[config.mk]
export PLATFORM = sky130hd
export DESIGN_NAME = exc_ctrl_flat
export DESIGN_NICKNAME = d
export VERILOG_FILES = /design/src/rtl/exc_ctrl_pkg.sv /design/src/rtl/exc_ctrl_if.sv /design/src/rtl/exc_ctrl_cp0_regfile.sv /design/src/rtl/exc_ctrl.sv /design/src/flat_wrapper.sv
export SDC_FILE = /design/constraint.sdc
export NUM_CORES = 1
export LEC_CHECK = 0
export CELL_PAD_IN_SITES_DETAIL_PLACEMENT = 0
export CELL_PAD_IN_SITES_GLOBAL_PLACEMENT = 1
export CORE_ASPECT_RATIO = 0.7
export CORE_MARGIN = 4
export CORE_UTILIZATION = 30
export CTS_CLUSTER_DIAMETER = 200
export DETAILED_ROUTE_END_ITERATION = 12
export PLACE_DENSITY = 0.87
export SYNTH_ARGS = -nofsm -noshare
export SYNTH_HDL_FRONTEND = slang
export SYNTH_SLANG_ARGS = --single-unit
[constraint.sdc]
create_clock -name clk -period 8.08 [get_ports clk]
set_clock_uncertainty 0.1 [all_clocks]
set_input_delay 2.02 -clock clk [delete_from_list [all_inputs] [get_ports clk]]
set_output_delay 2.02 -clock clk [all_outputs]
set_load 0.01 [all_outputs]
[src/rtl/exc_ctrl_pkg.sv]
// exc_ctrl shared definitions
// CP0 register numbers, exception codes, vectors
package exc_ctrl_pkg;

  localparam logic [4:0] CP0_SR    = 5'd12;
  localparam logic [4:0] CP0_CAUSE = 5'd13;
  localparam logic [4:0] CP0_EPC   = 5'd14;
  localparam logic [4:0] CP0_PRID  = 5'd15;

  localparam logic [4:0] EXC_INT  = 5'd0;
  localparam logic [4:0] EXC_ADEL = 5'd4;
  localparam logic [4:0] EXC_ADES = 5'd5;
  localparam logic [4:0] EXC_RI   = 5'd10;
  localparam logic [4:0] EXC_OV   = 5'd12;

  localparam logic [31:0] HANDLER_PC = 32'h0000_4180;
  localparam logic [31:0] RESET_PC   = 32'h0000_3000;

  typedef struct packed {
    logic        bd;
    logic [4:0]  code;
    logic [31:0] epc;
  } exc_req_t;

  function automatic logic [31:0] word_align(
    input logic [31:0] a
  );
    return {a[31:2], 2'b00};
  endfunction

endpackage

[src/rtl/exc_ctrl_if.sv]
// exc_ctrl pipeline-facing bundle
// master = pipeline, slave = controller
interface exc_ctrl_if #(
  parameter int HW_IRQ_W = 6
);
  logic [HW_IRQ_W-1:0] HWInt;
  logic [31:0]         PCM;
  logic [4:0]          ECM;
  logic                BDM;
  logic                CP0WeM;
  logic [4:0]          CP0AddrM;
  logic [31:0]         CP0WDM;
  logic                EretM;
  logic                EretD;
  logic                MtEpcE;
  logic [31:0]         CP0RD;
  logic                IntReq;
  logic                EretFlush;
  logic [31:0]         EPCOut;
  logic                StallEret;

  modport master (
    output HWInt, PCM, ECM, BDM,
    output CP0WeM, CP0AddrM, CP0WDM,
    output EretM, EretD, MtEpcE,
    input  CP0RD, IntReq, EretFlush,
    input  EPCOut, StallEret
  );

  modport slave (
    input  HWInt, PCM, ECM, BDM,
    input  CP0WeM, CP0AddrM, CP0WDM,
    input  EretM, EretD, MtEpcE,
    output CP0RD, IntReq, EretFlush,
    output EPCOut, StallEret
  );

endinterface

[src/rtl/exc_ctrl_cp0_regfile.sv]
// CP0 storage: SR / Cause / EPC
// write masking and MFC0 read mux
module cp0_regfile
  import exc_ctrl_pkg::*;
#(
  parameter logic [31:0] PRID     = 32'h2021_0B0A,
  parameter int          HW_IRQ_W = 6
) (
  input  logic                clk,
  input  logic                reset,
  input  logic [HW_IRQ_W-1:0] hwint,
  input  logic                exc_we,
  input  exc_req_t            exc,
  input  logic                mtc0_we,
  input  logic [4:0]          addr,
  input  logic [31:0]         wdata,
  input  logic                eret,
  output logic [HW_IRQ_W-1:0] im,
  output logic                exl,
  output logic                ie,
  output logic [31:0]         epc,
  output logic [31:0]         rdata
);

  logic                bd;
  logic [HW_IRQ_W-1:0] ip;
  logic [4:0]          code;
  logic [31:0]         sr_w;
  logic [31:0]         cause_w;

  assign sr_w = {16'h0, im, 8'h0, exl, ie};
  assign cause_w = {bd, 15'h0, ip, 3'b0, code, 2'b0};

  // exception entry owns the update; MTC0/ERET only otherwise
  always_ff @(posedge clk) begin
    if (reset) begin
      im   <= '0;
      exl  <= 1'b0;
      ie   <= 1'b0;
      bd   <= 1'b0;
      ip   <= '0;
      code <= '0;
      epc  <= '0;
    end else begin
      ip <= hwint;
      if (exc_we) begin
        exl  <= 1'b1;
        bd   <= exc.bd;
        code <= exc.code;
        epc  <= exc.epc;
      end else begin
        if (mtc0_we) begin
          case (addr)
            CP0_SR: begin
              im  <= wdata[15:10];
              exl <= wdata[1];
              ie  <= wdata[0];
            end
            CP0_EPC: epc <= word_align(wdata);
            default: ;
          endcase
        end
        if (eret) exl <= 1'b0;
      end
    end
  end

  // MFC0 read shows pre-edge state
  always_comb begin
    rdata = '0;
    unique case (1'b1)
      (addr == CP0_SR):    rdata = sr_w;
      (addr == CP0_CAUSE): rdata = cause_w;
      (addr == CP0_EPC):   rdata = epc;
      (addr == CP0_PRID):  rdata = PRID;
      default:             rdata = '0;
    endcase
  end

endmodule

[src/rtl/exc_ctrl.sv]
// exc_ctrl: exception/interrupt arbitration
// flush, ERET redirect and EPC hazard stall
module exc_ctrl
  import exc_ctrl_pkg::*;
#(
  parameter logic [31:0] PRID     = 32'h2021_0B0A,
  parameter int          HW_IRQ_W = 6
) (
  input  logic      clk,
  input  logic      reset,
  exc_ctrl_if.slave bus
);

  logic [HW_IRQ_W-1:0] im;
  logic                exl;
  logic                ie;
  logic [31:0]         epc;
  logic                int_pend;
  logic                exc_pend;
  logic                int_req;
  logic                eret_flush;
  logic                mtc0_we;
  logic                epc_hazard;
  exc_req_t            req;

  // arbitration: interrupt beats exception, both beat MTC0/ERET
  always_comb begin
    int_pend   = (|(bus.HWInt & im)) & ie & ~exl;
    exc_pend   = (bus.ECM != EXC_INT) & ~exl;
    int_req    = int_pend | exc_pend;
    eret_flush = bus.EretM & ~int_req;
    mtc0_we    = bus.CP0WeM & ~int_req;
    req.bd     = bus.BDM;
    req.code   = int_pend ? EXC_INT : bus.ECM;
    req.epc    = word_align(bus.BDM ? bus.PCM - 32'd4
                                    : bus.PCM);
  end

  // stall D-stage ERET while an EPC write is still in flight
  always_comb begin
    epc_hazard = bus.MtEpcE |
                 (bus.CP0WeM & (bus.CP0AddrM == CP0_EPC));
    bus.StallEret = bus.EretD & epc_hazard &
                    ~int_req & ~eret_flush;
  end

  assign bus.IntReq    = int_req;
  assign bus.EretFlush = eret_flush;
  assign bus.EPCOut    = epc;

  cp0_regfile #(
    .PRID     (PRID),
    .HW_IRQ_W (HW_IRQ_W)
  ) u_cp0 (
    .clk     (clk),
    .reset   (reset),
    .hwint   (bus.HWInt),
    .exc_we  (int_req),
    .exc     (req),
    .mtc0_we (mtc0_we),
    .addr    (bus.CP0AddrM),
    .wdata   (bus.CP0WDM),
    .eret    (eret_flush),
    .im      (im),
    .exl     (exl),
    .ie      (ie),
    .epc     (epc),
    .rdata   (bus.CP0RD)
  );

endmodule

[src/flat_wrapper.sv]
// flat-port wrapper written by rule: the top's interface ports become plain ports
module exc_ctrl_flat import exc_ctrl_pkg::*;
#(
  parameter logic [31:0] PRID     = 32'h2021_0B0A,
  parameter int          HW_IRQ_W = 6
)
  (clk, reset, bus_HWInt, bus_PCM, bus_ECM, bus_BDM, bus_CP0WeM, bus_CP0AddrM, bus_CP0WDM, bus_EretM, bus_EretD, bus_MtEpcE, bus_CP0RD, bus_IntReq, bus_EretFlush, bus_EPCOut, bus_StallEret);
  exc_ctrl_if #(.HW_IRQ_W(HW_IRQ_W)) bus_i ();
  input  logic clk;
  input  logic reset;
  input wire logic [$bits(bus_i.HWInt)-1:0] bus_HWInt;
  input wire logic [$bits(bus_i.PCM)-1:0] bus_PCM;
  input wire logic [$bits(bus_i.ECM)-1:0] bus_ECM;
  input wire logic [$bits(bus_i.BDM)-1:0] bus_BDM;
  input wire logic [$bits(bus_i.CP0WeM)-1:0] bus_CP0WeM;
  input wire logic [$bits(bus_i.CP0AddrM)-1:0] bus_CP0AddrM;
  input wire logic [$bits(bus_i.CP0WDM)-1:0] bus_CP0WDM;
  input wire logic [$bits(bus_i.EretM)-1:0] bus_EretM;
  input wire logic [$bits(bus_i.EretD)-1:0] bus_EretD;
  input wire logic [$bits(bus_i.MtEpcE)-1:0] bus_MtEpcE;
  output wire logic [$bits(bus_i.CP0RD)-1:0] bus_CP0RD;
  output wire logic [$bits(bus_i.IntReq)-1:0] bus_IntReq;
  output wire logic [$bits(bus_i.EretFlush)-1:0] bus_EretFlush;
  output wire logic [$bits(bus_i.EPCOut)-1:0] bus_EPCOut;
  output wire logic [$bits(bus_i.StallEret)-1:0] bus_StallEret;
  assign bus_i.HWInt = bus_HWInt;
  assign bus_i.PCM = bus_PCM;
  assign bus_i.ECM = bus_ECM;
  assign bus_i.BDM = bus_BDM;
  assign bus_i.CP0WeM = bus_CP0WeM;
  assign bus_i.CP0AddrM = bus_CP0AddrM;
  assign bus_i.CP0WDM = bus_CP0WDM;
  assign bus_i.EretM = bus_EretM;
  assign bus_i.EretD = bus_EretD;
  assign bus_i.MtEpcE = bus_MtEpcE;
  assign bus_CP0RD = bus_i.CP0RD;
  assign bus_IntReq = bus_i.IntReq;
  assign bus_EretFlush = bus_i.EretFlush;
  assign bus_EPCOut = bus_i.EPCOut;
  assign bus_StallEret = bus_i.StallEret;
  exc_ctrl #(.PRID(PRID), .HW_IRQ_W(HW_IRQ_W)) u_core (.clk(clk), .reset(reset), .bus(bus_i));
endmodule
== After elaboration in Yosys (flattened, before gate mapping) ==
Index checks and enable logic that the tools add are counted.
Operators by class
  equal/unequal tests: 4
  reduce and logical (&&, ||, !) cells: 9
  bitwise logic cells: 15
  muxes and demuxes: 10
  add/sub/neg operators: 1
Operators by type and width (count)
  32-bit two-way mux: 4
  32-bit case mux with 4 select lines: 1
  32-bit by 3-bit subtractor with 32-bit output (second input constant): 1
  5-bit by 4-bit == test with 1-bit output (second input constant): 4
  1-bit AND: 9
  6-bit AND: 1
  3-bit nonzero test: 2
  6-bit OR reduction: 1
  5-bit two-way mux: 1
  5-bit nonzero test: 1
  1-bit two-way mux: 4
  2-bit AND reduction: 2
  2-bit nonzero test: 2
  1-bit NOT: 3
  3-bit AND reduction: 1
  1-bit OR: 2
Word-level totals
  bits of input ports: 87
  word-level logic and storage cells: 46
  register bits: 50
  output and inout bits: 67

== Logic depth before layout (Yosys ltp) ==
Gate-level depths: netlist of the first run.
  depth in word-level cells: 10
  mapped depth: 8
  depth with buffers taken out: 7

== Cells and area by module ==
A second synthesis of the first run with hierarchy kept.
Second synthesis, totals
  cells, all modules: 442
  area, all modules: 3679.8 µm²
Modules (own cells, without submodules)
  cp0_regfile: area an instance 2927.8 µm², cells each 339, times used 1
  exc_ctrl: area an instance 752.0 µm², cells each 103, times used 1

== Worst setup path before layout of the first run ==
No wires, ideal clock.
  kind: in2out
  start point: input port bus_ECM[3]
  end point: output port bus_StallEret
  path slack: 2.469 ns
  stages on the path: 5
  required time: 5.960 ns
  buffers on the path: 1
  arrival: 3.491 ns
  cells stage by stage: or4_1 > o31ai_4 > inv_2 > buf_2 > nor4b_2
On the way
  longest elaborated chain between the ends: 7
  elaborated cells on any way between the ends: 8
  classes of those cells: bitwise: 7; reduce/logical: 1
Ends and longest elaborated chain
  start: declaration: line flat_wrapper.sv:13  | input wire logic [$bits(bus_i.ECM)-1:0] bus_ECM;
  5-bit nonzero test (*): line exc_ctrl.sv:29  | exc_pend = (bus.ECM != EXC_INT) & ~exl;
  1-bit AND (*): line exc_ctrl.sv:29
  1-bit OR (*): line exc_ctrl.sv:30  | int_req = int_pend | exc_pend;
  1-bit NOT (no source line) (*)
  1-bit AND: line exc_ctrl.sv:31  | eret_flush = bus.EretM & ~int_req;
  1-bit NOT: line exc_ctrl.sv:44  | ~int_req & ~eret_flush;
  1-bit AND (*): line exc_ctrl.sv:44
  end: declaration: line flat_wrapper.sv:25  | output wire logic [$bits(bus_i.StallEret)-1:0] bus_StallEret;
Mark *: on every way between the ends. The rest lies on a longest branch, timed or not.

== Final worst setup path of the first run ==
  start point: input port bus_ECM[3]
  end point: output port bus_EretFlush
On the way
  longest elaborated chain between the ends: 5
Ends and longest elaborated chain
  5-bit nonzero test: line exc_ctrl.sv:29
  1-bit AND: line exc_ctrl.sv:29
  1-bit OR: line exc_ctrl.sv:30
  1-bit NOT (no source line)
  1-bit AND: line exc_ctrl.sv:31
  end: declaration: line flat_wrapper.sv:23  | output wire logic [$bits(bus_i.EretFlush)-1:0] bus_EretFlush;
No other way between the ends.

==> results of run 1 <==
## metal layers
layer	vias to the layer above	global-route usage (%)	routed length, um
li1	1657	-	-
met1	1571	26.1	5870
met2	118	28.5	5110
met3	4	4.44	910
met4	0	3.08	62
met5	-	0	0
## cells by family (layout without fill, tap and decap cells)
family,after synthesis,after routing
other cells,1,2
fa+ha+maj,1,1
mux,44,44
buf+inv,36,170
simple gates,151,151
flops,50,50
xor+xnor,25,25
compound gates,78,78
## cell usage in the layout (no fill, tap or decap), types with 8 or more instances in the layout
cell type	count
a211oi_1	15
a21o_1	12
a21oi_1	23
a22oi_1	10
and3_1	14
clkdlybuf4s50_1	148
dfxtp_1	50
mux2i_1	41
nand2_1	13
nor2_1	61
nor2b_1	8
xnor2_1	19
## worst max-delay path: cells and delay by family
kind	cells	cell delay, ns
buffers and inverters	3	1.45
and+or+nand+nor	2	0.81
AOI/OAI and AO/OA	1	0.27
## stage by stage
step,hold slack [ns],cells
detailed placement,0.350,661
floorplan,0.332,387
CTS,0.360,669
global placement,0.347,661
finish,0.357,669
global route,0.396,669
## state kept, by name, summed over array words and instances, names as in the netlist
name / cells
u_core.u_cp0.code: 5
u_core.u_cp0.bd: 1
u_core.u_cp0.epc: 30
u_core.u_cp0.ip: 6
u_core.u_cp0.ie: 1
u_core.u_cp0.exl: 1
u_core.u_cp0.im: 6
## power groups by stage
stage                     combinational [W]  sequential (W)  clock, W
after global routing               0.000198        0.000282  0.000264
final                              0.000184        0.000279  0.000249
after detailed placement           0.000183        0.000285         0
after floorplan                   0.0000744        0.000288         0
after CTS                          0.000184        0.000279  0.000254
after global placement             0.000181        0.000284         0
## final cells by class
cell class,count,area [sq um],area share (%)
clock buffers,5,125,2.47
clock inverters,3,48.8,0.963
inverters,8,30.0,0.593
multi-input cells,301,2150,42.5
flip-flops and latches,50,1000,19.8
well taps,148,185,3.66
repair buffers,154,1520,30.1
## worst paths after layout
path | start | endpoint
setup / recovery | bus_ECM[3] | bus_EretFlush
hold / removal | u_core.u_cp0.code[1] | u_core.u_cp0.code[1]
setup reg to reg | u_core.u_cp0.im[0] | u_core.u_cp0.epc[27]
hold reg to reg | u_core.u_cp0.code[1] | u_core.u_cp0.code[1]
==> results.md, run 1 <==
* Outcome: finished, final reports clean
* DR vias/cell at 5.01
* CP Capture Type: output port
* FF+latch count, synth at 50
* Crit path cell chain: clkdlybuf4s50_1 > or4_1 > o31ai_4 > buf_4 > and2_1 > clkdlybuf4s50_1
* Routed WL at 12000 um
* Largest family of logic cells by synthesized area: simple AND/OR/NAND/NOR gates
* Nets at 608
* Antenna viol nets, final at 0
* Initial antenna violation count at 0
* Switching Fraction at 28.1%
* Total of max-cap violations at 0
* Post_cts resized at 0
* Post-Synth Simple-Gate Area at 27.7%
* Worst EP required at 5.96 ns
* Post-route core utilization at 48.0%
* Worst setup path class: input pin to output port
* Reg2reg path depth at 6
* Compound-Gate Fraction of Synth Area at 16.6%
* Fin area at 0.00507 sq mm
* VDD IR max at 96.9 uV
* Top-count cell post-synth: nor2_1
* Fmax at 150 MHz
* Most frequent CP cell: clkdlybuf4s50_1
* Crit path DAT at 4.55 ns
* Final Worst Setup Slack at 1.41 ns
* Pwr Density at 140 mW/mm^2
* Post-synth ARST share at 0%
* Clock period minus worst slack at 6.67 ns
* Post-Synth Adder-Cell Area at 0.378%
* CTS max path bufs at 2
* # fillers at 1018
* Vias in the first global route at 3409
* Slowest stage cell on the critical path: or4_1
* Ys Warns at 0
* Die Wd at 134 um
* Post-synthesis mux area share at 13.4%
* Final count of negative-setup-slack endpoints at 0
* Slowest stage delay, CP at 0.61 ns
* Slew Limit Fails at 0
* Starting DRT DRC Count at 205
* Worst-margin pin slew at 0.984 ns
* Leakage power total at 2.00 nW
* Final Hold Fails at 0
* Commonest cells post-synth: 61 x nor2_1, 50 x dfxtp_1, 41 x mux2i_1
* Diodes inserted at 0
* Cell area after synthesis at 0.00331 sq mm
* Cells after synthesis at 386
* Synth Area in XOR/XNOR at 6.62%
* Die Ht at 95.9 um
* Wire per inst at 17.9 um
* Area contributors post-synth: dfxtp_1 30%, mux2i_1 12%, nor2_1 6.9%, xnor2_1 5.0%, a21oi_1 3.5%
* Initial core utilization at 31.4%
* First-pass GRT wire length at 18700 um
* Post-DP Area at 0.00489 sq mm
* Layout cell share with drive strength beyond 1 at 7.68%
* Die Area at 0.0128 sq mm
* Clock latency on the worst-skew pair at 0.28 ns
* Area grow syn2layout at 53.1%
* Vias at 3350
* Switching Power at 0.000200 W
* Hold Path Class: flip-flop to flip-flop
* CP startpoint kind: input pin
* Clk pin slew, worst setup/hold paths at 0.07 ns
* Clock share of power at 35.0%
* Syn avg cell area at 8.57 sq um
* First drt pass iteration count at 4
* Post-synth EDFFs at 0
* Register share of total power at 39.2%
* Root Driver: clkbuf_16
* CTS buffer count at 5
* # IOs at 154
* Total track usage at 18.3%
* Combinational power share at 25.8%
* Post-synthesis cell type count at 57
* DRC viols at 0
* Hold path cells at 2
* Unrepaired setup endpoints after global routing: no
* Max-slew headroom at 34.4%
* Max FO, Critical Path at 49
* Share of the synthesized area in the top cell type at 30.2%
* Final setup TNS at 0 ns
* DP Wirelength at 9380 um
* Sink Count at 50
* Reg2Reg Setup Slack at 5.69 ns
* Gpl congestion at 0.943
* Register area share after synthesis at 30.2%
* CTS H-tree lvls at 2
* Dominant cell type by area after synthesis: dfxtp_1
* Post-CTS Hold Buffers at 0
* Post-CTS Setup Inserts at 0
* Design Power at 0.000712 W
* Largest net degree at the start of global routing at 51
* Primary FF master, synth: dfxtp_1
* Pint at 0.000512 W
* Gr ovfl total at 0
* Core area at 0.0106 sq mm
* CTS tree: done
* Ratio of final minimum period to clock period at 82.6%
* Number of port buffers at 149
* Std cell rows at 31
* Setup slack at placement at 1.40 ns
(Power assumes the default switching activity.)
==> inputs of run 2 (changes only) <==
clock period = 6.4 ns   (was 8.08 ns; I/O delays follow)
==> run 2 against run 1 <==
- flip-flop and latch count did not move
- via count rose by 0.78%
- combinational power rose by 27%
- critical path type unchanged
- largest power group unchanged
==> results.md, run 2 (synthesis gave the netlist of run 1 again) <==
* Outcome: finished, final reports clean
* Worst-margin pin slew at 1.02 ns (+0.0357 ns)
* Hold Path Class: flip-flop to flip-flop
* WP buf/inv at 4 (+1)
* Nets at 611 (+0.49%)
* Pint at 0.000628 W (+23%)
* Post-CTS Setup Inserts at 0 (unchanged)
* Top sig layer: met4
* Initial antenna violation count at 0 (unchanged)
* Max reg flops at 30 (unchanged)
* Final setup TNS at 0 ns (unchanged)
* Gpl congestion at 0.955 (+1.2%)
* Switching Fraction at 28.2% (+0.11 points)
* Unrepaired setup endpoints after global routing: no
* Final Worst Setup Slack at 0.805 ns (-0.602 ns)
* Initial core utilization at 31.4% (unchanged)
* DR vias/cell at 5.02 (+0.33%)
* Worst setup path class: input pin to output port
* First-pass GRT wire length at 18600 um (-0.33%)
* Met2 routed WL at 5150 um (+0.74%)
* Diodes inserted at 0 (unchanged)
* Setup slack at placement at 0.822 ns (-0.576 ns)
* Std cell rows at 31 (unchanged)
* Post-CTS Hold Buffers at 0 (unchanged)
* Clk pin slew, worst setup/hold paths at 0.07 ns (about the same)
* Metal-1 WL at 6100 um (+3.9%)
* CTS tree: done
* Vias in the first global route at 3291 (-3.5%)
* Crit path DAT at 3.89 ns (-0.66 ns)
* CTS buffer count at 5 (unchanged)
* Gr ovfl total at 0 (unchanged)
* Max FO, Critical Path at 18 (-63%)
* Register share of total power at 40.4% (+1.2 points)
* Vias at 3376 (+0.78%)
* Combinational power share at 26.8% (+1.0 points)
* Worst EP required at 4.70 ns (-1.26 ns)
* Fmax at 179 MHz
* Routed WL at 12200 um (+1.9%)
* Clock share of power at 32.9% (-2.1 points)
* CP startpoint kind: input pin
* Final count of negative-setup-slack endpoints at 0 (unchanged)
* VDD IR max at 91.0 uV (-6.1%)
* Clock period minus worst slack at 5.59 ns
* Ratio of final minimum period to clock period at 87.4%
* Largest net degree at the start of global routing at 51 (unchanged)
* DP Wirelength at 9460 um (+0.84%)
* First drt pass iteration count at 4 (unchanged)
* Core area at 0.0106 sq mm (unchanged)
* Sink Count at 50 (unchanged)
* Area grow syn2layout at 53.4%
* Wire per inst at 18.1 um (+1.5%)
* Die Ht at 95.9 um (unchanged)
* Hold path start: u_core.u_cp0.bd
* CP Capture Type: output port
* Worst setup startpoint: bus_CP0AddrM[1]
* Post_cts resized at 0 (unchanged)
* Die Area at 0.0128 sq mm (unchanged)
* Starting DRT DRC Count at 224 (+9.3%)
* Max-slew headroom at 32.0% (-2.4 points)
* DRC viols at 0 (unchanged)
* CTS H-tree lvls at 2 (unchanged)
* Most common cell after layout, fill and taps aside: clkdlybuf4s50_1
* Slowest stage delay, CP at 0.59 ns (-0.02 ns)
* Clock latency on the worst-skew pair at 0.29 ns (about the same)
* Post-route core utilization at 48.1% (+0.095 points)
* Pwr Density at 172 mW/mm^2 (+23%)
* Slowest stage cell on the critical path: clkdlybuf4s50_1
* Layout cell share with drive strength beyond 1 at 8.21% (+0.53 points)
* CTS max path bufs at 2 (unchanged)
* Leakage power total at 2.02 nW (+0.64%)
* Reg-to-reg startpoint: u_core.u_cp0.im[0]
* Biggest regs: u_core.u_cp0.epc x30, u_core.u_cp0.im x6, u_core.u_cp0.ip x6
* Total track usage at 18.5% (+0.19 points)
* Biggest register: u_core.u_cp0.epc
* Antenna viol nets, final at 0 (unchanged)
* Number of port buffers at 149 (unchanged)
* Most frequent cells in the layout: 148 x clkdlybuf4s50_1, 61 x nor2_1, 50 x dfxtp_1, 41 x mux2i_1, 23 x a21oi_1
* Final Hold Fails at 0 (unchanged)
* Crit path cell chain: clkdlybuf4s50_1 > buf_4 > nor2b_2 > buf_4 > a22oi_1 > nor2_1 > clkdlybuf4s50_1
* Delay-heaviest family, CP: buffers and inverters
* # IOs at 154 (unchanged)
* Total of max-cap violations at 0 (unchanged)
* Slew Limit Fails at 0 (unchanged)
* Root Driver: clkbuf_16
* Routed met3 length at 852 um (-6.4%)
* Switching Power at 0.000246 W (+23%)
* Die Wd at 134 um (unchanged)
run 2: cell types whose count changed in the layout (fill, tap and decap cells not counted), sizes merged:
cell      before  now
buf            6    9
bufinv         1    0
clkbuf         5    7
clkinv         0    1
clkinvlp       1    0
inv            9    8
run 2: power groups by stage:
stage	Clock (W)	Sequential [W]	Combinational, W
final	0.000287	0.000353	0.000234
after global routing	0.000309	0.000356	0.000251
after CTS	0.000296	0.000353	0.000234
after detailed placement	0	0.000360	0.000233
after global placement	0	0.000359	0.000230
after floorplan	0	0.000363	0.0000939
run 2: cell type report:
type                            count  area, sq um
Fill cell                        1043         5470
Multi-Input combinational cell    301         2150
Timing Repair Buffer              157         1550
Sequential cell                    50         1000
Tap cell                          148          185
Clock buffer                        7          153
Inverter                            8         30.0
Clock inverter                      1         8.76
run 2: layer usage:
layer | vias to the layer above | track usage (%)
li1 | 1667 | -
met1 | 1586 | 26.8
met2 | 116 | 27.7
met3 | 7 | 4.86
met4 | 0 | 3.60
met5 | - | 0
run 2: tightest hold or removal path: stages, from the launching register on:
cell and delay [ns]:
dfxtp_1 0.31, nand2_1 0.05, a21oi_1 0.05
run 2: final timing paths:
path | to | slack, ns | depth (start not counted)
max | bus_CP0RD[31] | 0.81 | 7
min | u_core.u_cp0.bd | 0.36 | 2
min reg2reg | u_core.u_cp0.bd | 0.36 | 2
max reg2reg | u_core.u_cp0.epc[27] | 3.79 | 6
run 2: through the flow:
| step | hold slack [ns] | cells | power [W] | instance area [sq um] |
|---|---|---|---|---|
| global placement | 0.348 | 664 | 0.000589 | 4910 |
| global route | 0.392 | 672 | 0.000916 | 5080 |
| CTS | 0.358 | 672 | 0.000884 | 5080 |
| floorplan | 0.332 | 387 | 0.000457 | 3310 |
| detailed placement | 0.349 | 664 | 0.000593 | 4910 |
| finish | 0.357 | 672 | 0.000874 | 5080 |
==> inputs of run 3 (changes only) <==
ABC_AREA = 1   (was default)
CORE_UTILIZATION = 29   (was 30)
SETUP_SLACK_MARGIN = 0.3   (was default)
==> run 3 against run 2 <==
- setup slack better by 0.24 ns
- register-to-register slack better by 0.21 ns
- maximum frequency up 4.5%
- clock power fell by 3%
- global-route usage fell by 0.31 points
- clock-buffer cell count fell by 1
- highest routed layer unchanged
- via count up 19%
- synthesized cell count is 48% higher
- largest power group unchanged
- synthesized area increased by 10%
- cell area is 5.3% higher
- combinational power rose by 5%
- cell count is 29% higher
==> results.md, run 3 <==
* Commonest cells post-synth: 159 x nand2_1, 75 x nor2_1, 67 x inv_1
* Initial antenna violation count at 0 (unchanged)
* Share of the synthesized area in the top cell type at 27.5% (-2.8 points)
* Area grow syn2layout at 46.7%
* Std cell rows at 33 (+6.5%)
* Fmax at 187 MHz (+4.5%)
* Gr ovfl total at 0 (unchanged)
* Clock period minus worst slack at 5.35 ns (-0.240 ns)
* Unrepaired setup endpoints after global routing: no
* Worst-margin pin slew at 0.988 ns (-0.0315 ns)
* Clk pin slew, worst setup/hold paths at 0.07 ns (about the same)
* Cell area after synthesis at 0.00364 sq mm (+10%)
* Most frequent cells in the layout: 159 x nand2_1, 148 x clkdlybuf4s50_1, 75 x nor2_1, 67 x inv_1, 50 x dfxtp_1
* Die Area at 0.0145 sq mm (+13%)
* Total of max-cap violations at 0 (unchanged)
* Top-count cell post-synth: nand2_1
* Total track usage at 18.2% (-0.31 points)
* Met3 usage at 4.91% (+0.049 points)
* # IOs at 154 (unchanged)
* CP Capture Type: output port
* Most common cell after layout, fill and taps aside: nand2_1
* Antenna viol nets, final at 0 (unchanged)
* Vias at 4018 (+19%)
* Post_cts resized at 0 (unchanged)
* Max FO, Critical Path at 25 (+7)
* Number of port buffers at 149 (unchanged)
* Root Driver: clkbuf_16
* FF+latch count, synth at 50 (unchanged)
* Ratio of final minimum period to clock period at 83.7% (-3.8 points)
* Met2 usage at 27.7% (about the same)
* Post-CTS Setup Inserts at 0 (unchanged)
* Initial core utilization at 30.4% (-0.93 points)
* Die Wd at 142 um (+6.3%)
* Hold Path Class: flip-flop to flip-flop
* Multi-input gate area at 0.00221 sq mm (+2.7%)
* Sink Count at 50 (unchanged)
* Post-synthesis cell type count at 44 (-23%)
* Final setup TNS at 0 ns (unchanged)
* Register area share after synthesis at 27.5% (-2.8 points)
* Die Ht at 102 um (+6.2%)
* CTS max path bufs at 2 (unchanged)
* CTS buffer count at 5 (unchanged)
* Area contributors post-synth: dfxtp_1 27%, nand2_1 16%, nor2_1 7.7%, inv_1 6.9%, o21ai_0 4.7%
* Cells after synthesis at 572 (+48%)
* Sequential cell area at 0.00100 sq mm (unchanged)
* Starting DRT DRC Count at 222 (-0.89%)
* Diodes inserted at 0 (unchanged)
* Outcome: finished, final reports clean
* Final count of negative-setup-slack endpoints at 0 (unchanged)
* VDD IR max at 99.6 uV (+9.5%)
* Max reg flops at 30 (unchanged)
* Leakage power total at 2.13 nW (+5.6%)
* GR met1 Demand/Resource at 26.2% (-0.60 points)
* Final Hold Fails at 0 (unchanged)
* Syn avg cell area at 6.37 sq um (-26%)
* Worst EP required at 4.70 ns (about the same)
* Pwr Density at 164 mW/mm^2 (-4.9%)
* Nets at 796 (+30%)
* Worst setup path class: input pin to output port
* Post-CTS Hold Buffers at 0 (unchanged)
* # fillers at 1239 (+19%)
* Clock latency on the worst-skew pair at 0.29 ns (about the same)
* Most Crowded Layer GR: met2
* Biggest regs: u_core.u_cp0.epc x30, u_core.u_cp0.im x6, u_core.u_cp0.ip x6
* CTS tree: done
* Primary FF master, synth: dfxtp_1
* Hold Slack at 0.370 ns (+0.0130 ns)
* First-pass GRT wire length at 20700 um (+11%)
* Max-slew headroom at 34.1% (+2.1 points)
* Post-synth ARST share at 0% (unchanged)
* CP startpoint kind: input pin
* DR vias/cell at 4.64 (-7.6%)
* Routed WL at 13300 um (+9.3%)
* First drt pass iteration count at 4 (unchanged)
* Ys Warns at 0 (unchanged)
* Dominant cell type by area after synthesis: dfxtp_1
* Layout cell share with drive strength beyond 1 at 10.3% (+2.1 points)
* Slew Limit Fails at 0 (unchanged)
* Reg2Reg Setup Slack at 4.00 ns (+0.21 ns)
* Wire per inst at 15.4 um (-15%)
* Core area at 0.0120 sq mm (+13%)
* Biggest register: u_core.u_cp0.epc
* CTS H-tree lvls at 2 (unchanged)
* Crit path DAT at 3.65 ns (-0.24 ns)
* DRC viols at 0 (unchanged)
* DP Wirelength at 10500 um (+11%)
* Post-synth EDFFs at 0 (unchanged)
* Largest net degree at the start of global routing at 41 (-20%)
* Vias in the first global route at 4008 (+22%)
* Gpl congestion at 0.838 (-12%)
run 3: changes by cell type in the layout (fill, tap and decap cells not counted), sizes merged, moves of 17 or more:
cell,previous run,this run
inv,8,73
nand3,3,32
nor2,61,93
xnor2,19,2
o21ai,3,42
nand2,13,172
mux2i,41,0
run 3: layout make-up:
class,count,area share (%)
multi-input combinational,426,41.3
timing repair buffer,151,28.1
sequential,50,18.7
inverter,74,5.36
tap,157,3.67
clock buffer,6,2.60
clock inverter,2,0.234
run 3: worst paths after layout:
path,startpoint,endpoint,cells after the start
worst max register to register,u_core.u_cp0.im[4],u_core.u_cp0.im[1],11
worst max-delay path,bus_CP0AddrM[3],bus_CP0RD[14],8
worst min register to register,u_core.u_cp0.code[1],u_core.u_cp0.code[1],2
worst min-delay path,u_core.u_cp0.code[1],u_core.u_cp0.code[1],2
run 3: cells by family (layout without fill, tap and decap cells):
kind of cell | after synthesis | after routing | synth area share (%)
AO/OA/AOI/OAI | 95 | 95 | 16.4
XOR/XNOR | 13 | 13 | 3.12
adder cells (fa/ha/maj) | 1 | 1 | 0.343
buffers and inverters | 97 | 233 | 12.0
flip-flops | 50 | 50 | 27.5
other | 1 | 2 | 0.103
AND/OR/NAND/NOR | 315 | 315 | 40.5
run 3: per-layer routing:
metal / up-vias / part of all wire (%) / wire (um)
met5: - / 0 / 0
met4: 0 / 0.64 / 85
met3: 8 / 7.0 / 938
met2: 123 / 42 / 5550
met1: 1811 / 51 / 6750
li1: 2076 / - / -
run 3: report_power, final:
part,internal (W),switching [W]
clock network,0.000155,0.000124
logic,0.000119,0.000126
registers,0.000335,0.0000163
total,0.000609,0.000266
run 3: per-stage QoR:
| stage | setup WS, ns | total power [W] | utilization [%] | cells | cell area [sq um] |
|---|---|---|---|---|---|
| global placement | 1.07 | 0.000601 | 43.4 | 858 | 5190 |
| global route | 0.896 | 0.000923 | 44.6 | 866 | 5350 |
| floorplan | 2.04 | 0.000474 | - | 573 | 3650 |
| CTS | 1.02 | 0.000883 | 44.6 | 866 | 5350 |
| finish | 1.05 | 0.000875 | 44.6 | 866 | 5350 |
| detailed placement | 1.02 | 0.000603 | 43.4 | 858 | 5190 |
run 3: worst max-delay path, stage by stage:
cell,delay [ns]
clkdlybuf4s50_1,0.46
nand2_1,0.10
nor2_4,0.15
nand2_4,0.24
inv_1,0.33
nand2_1,0.10
o211ai_1,0.11
clkdlybuf4s50_1,0.56
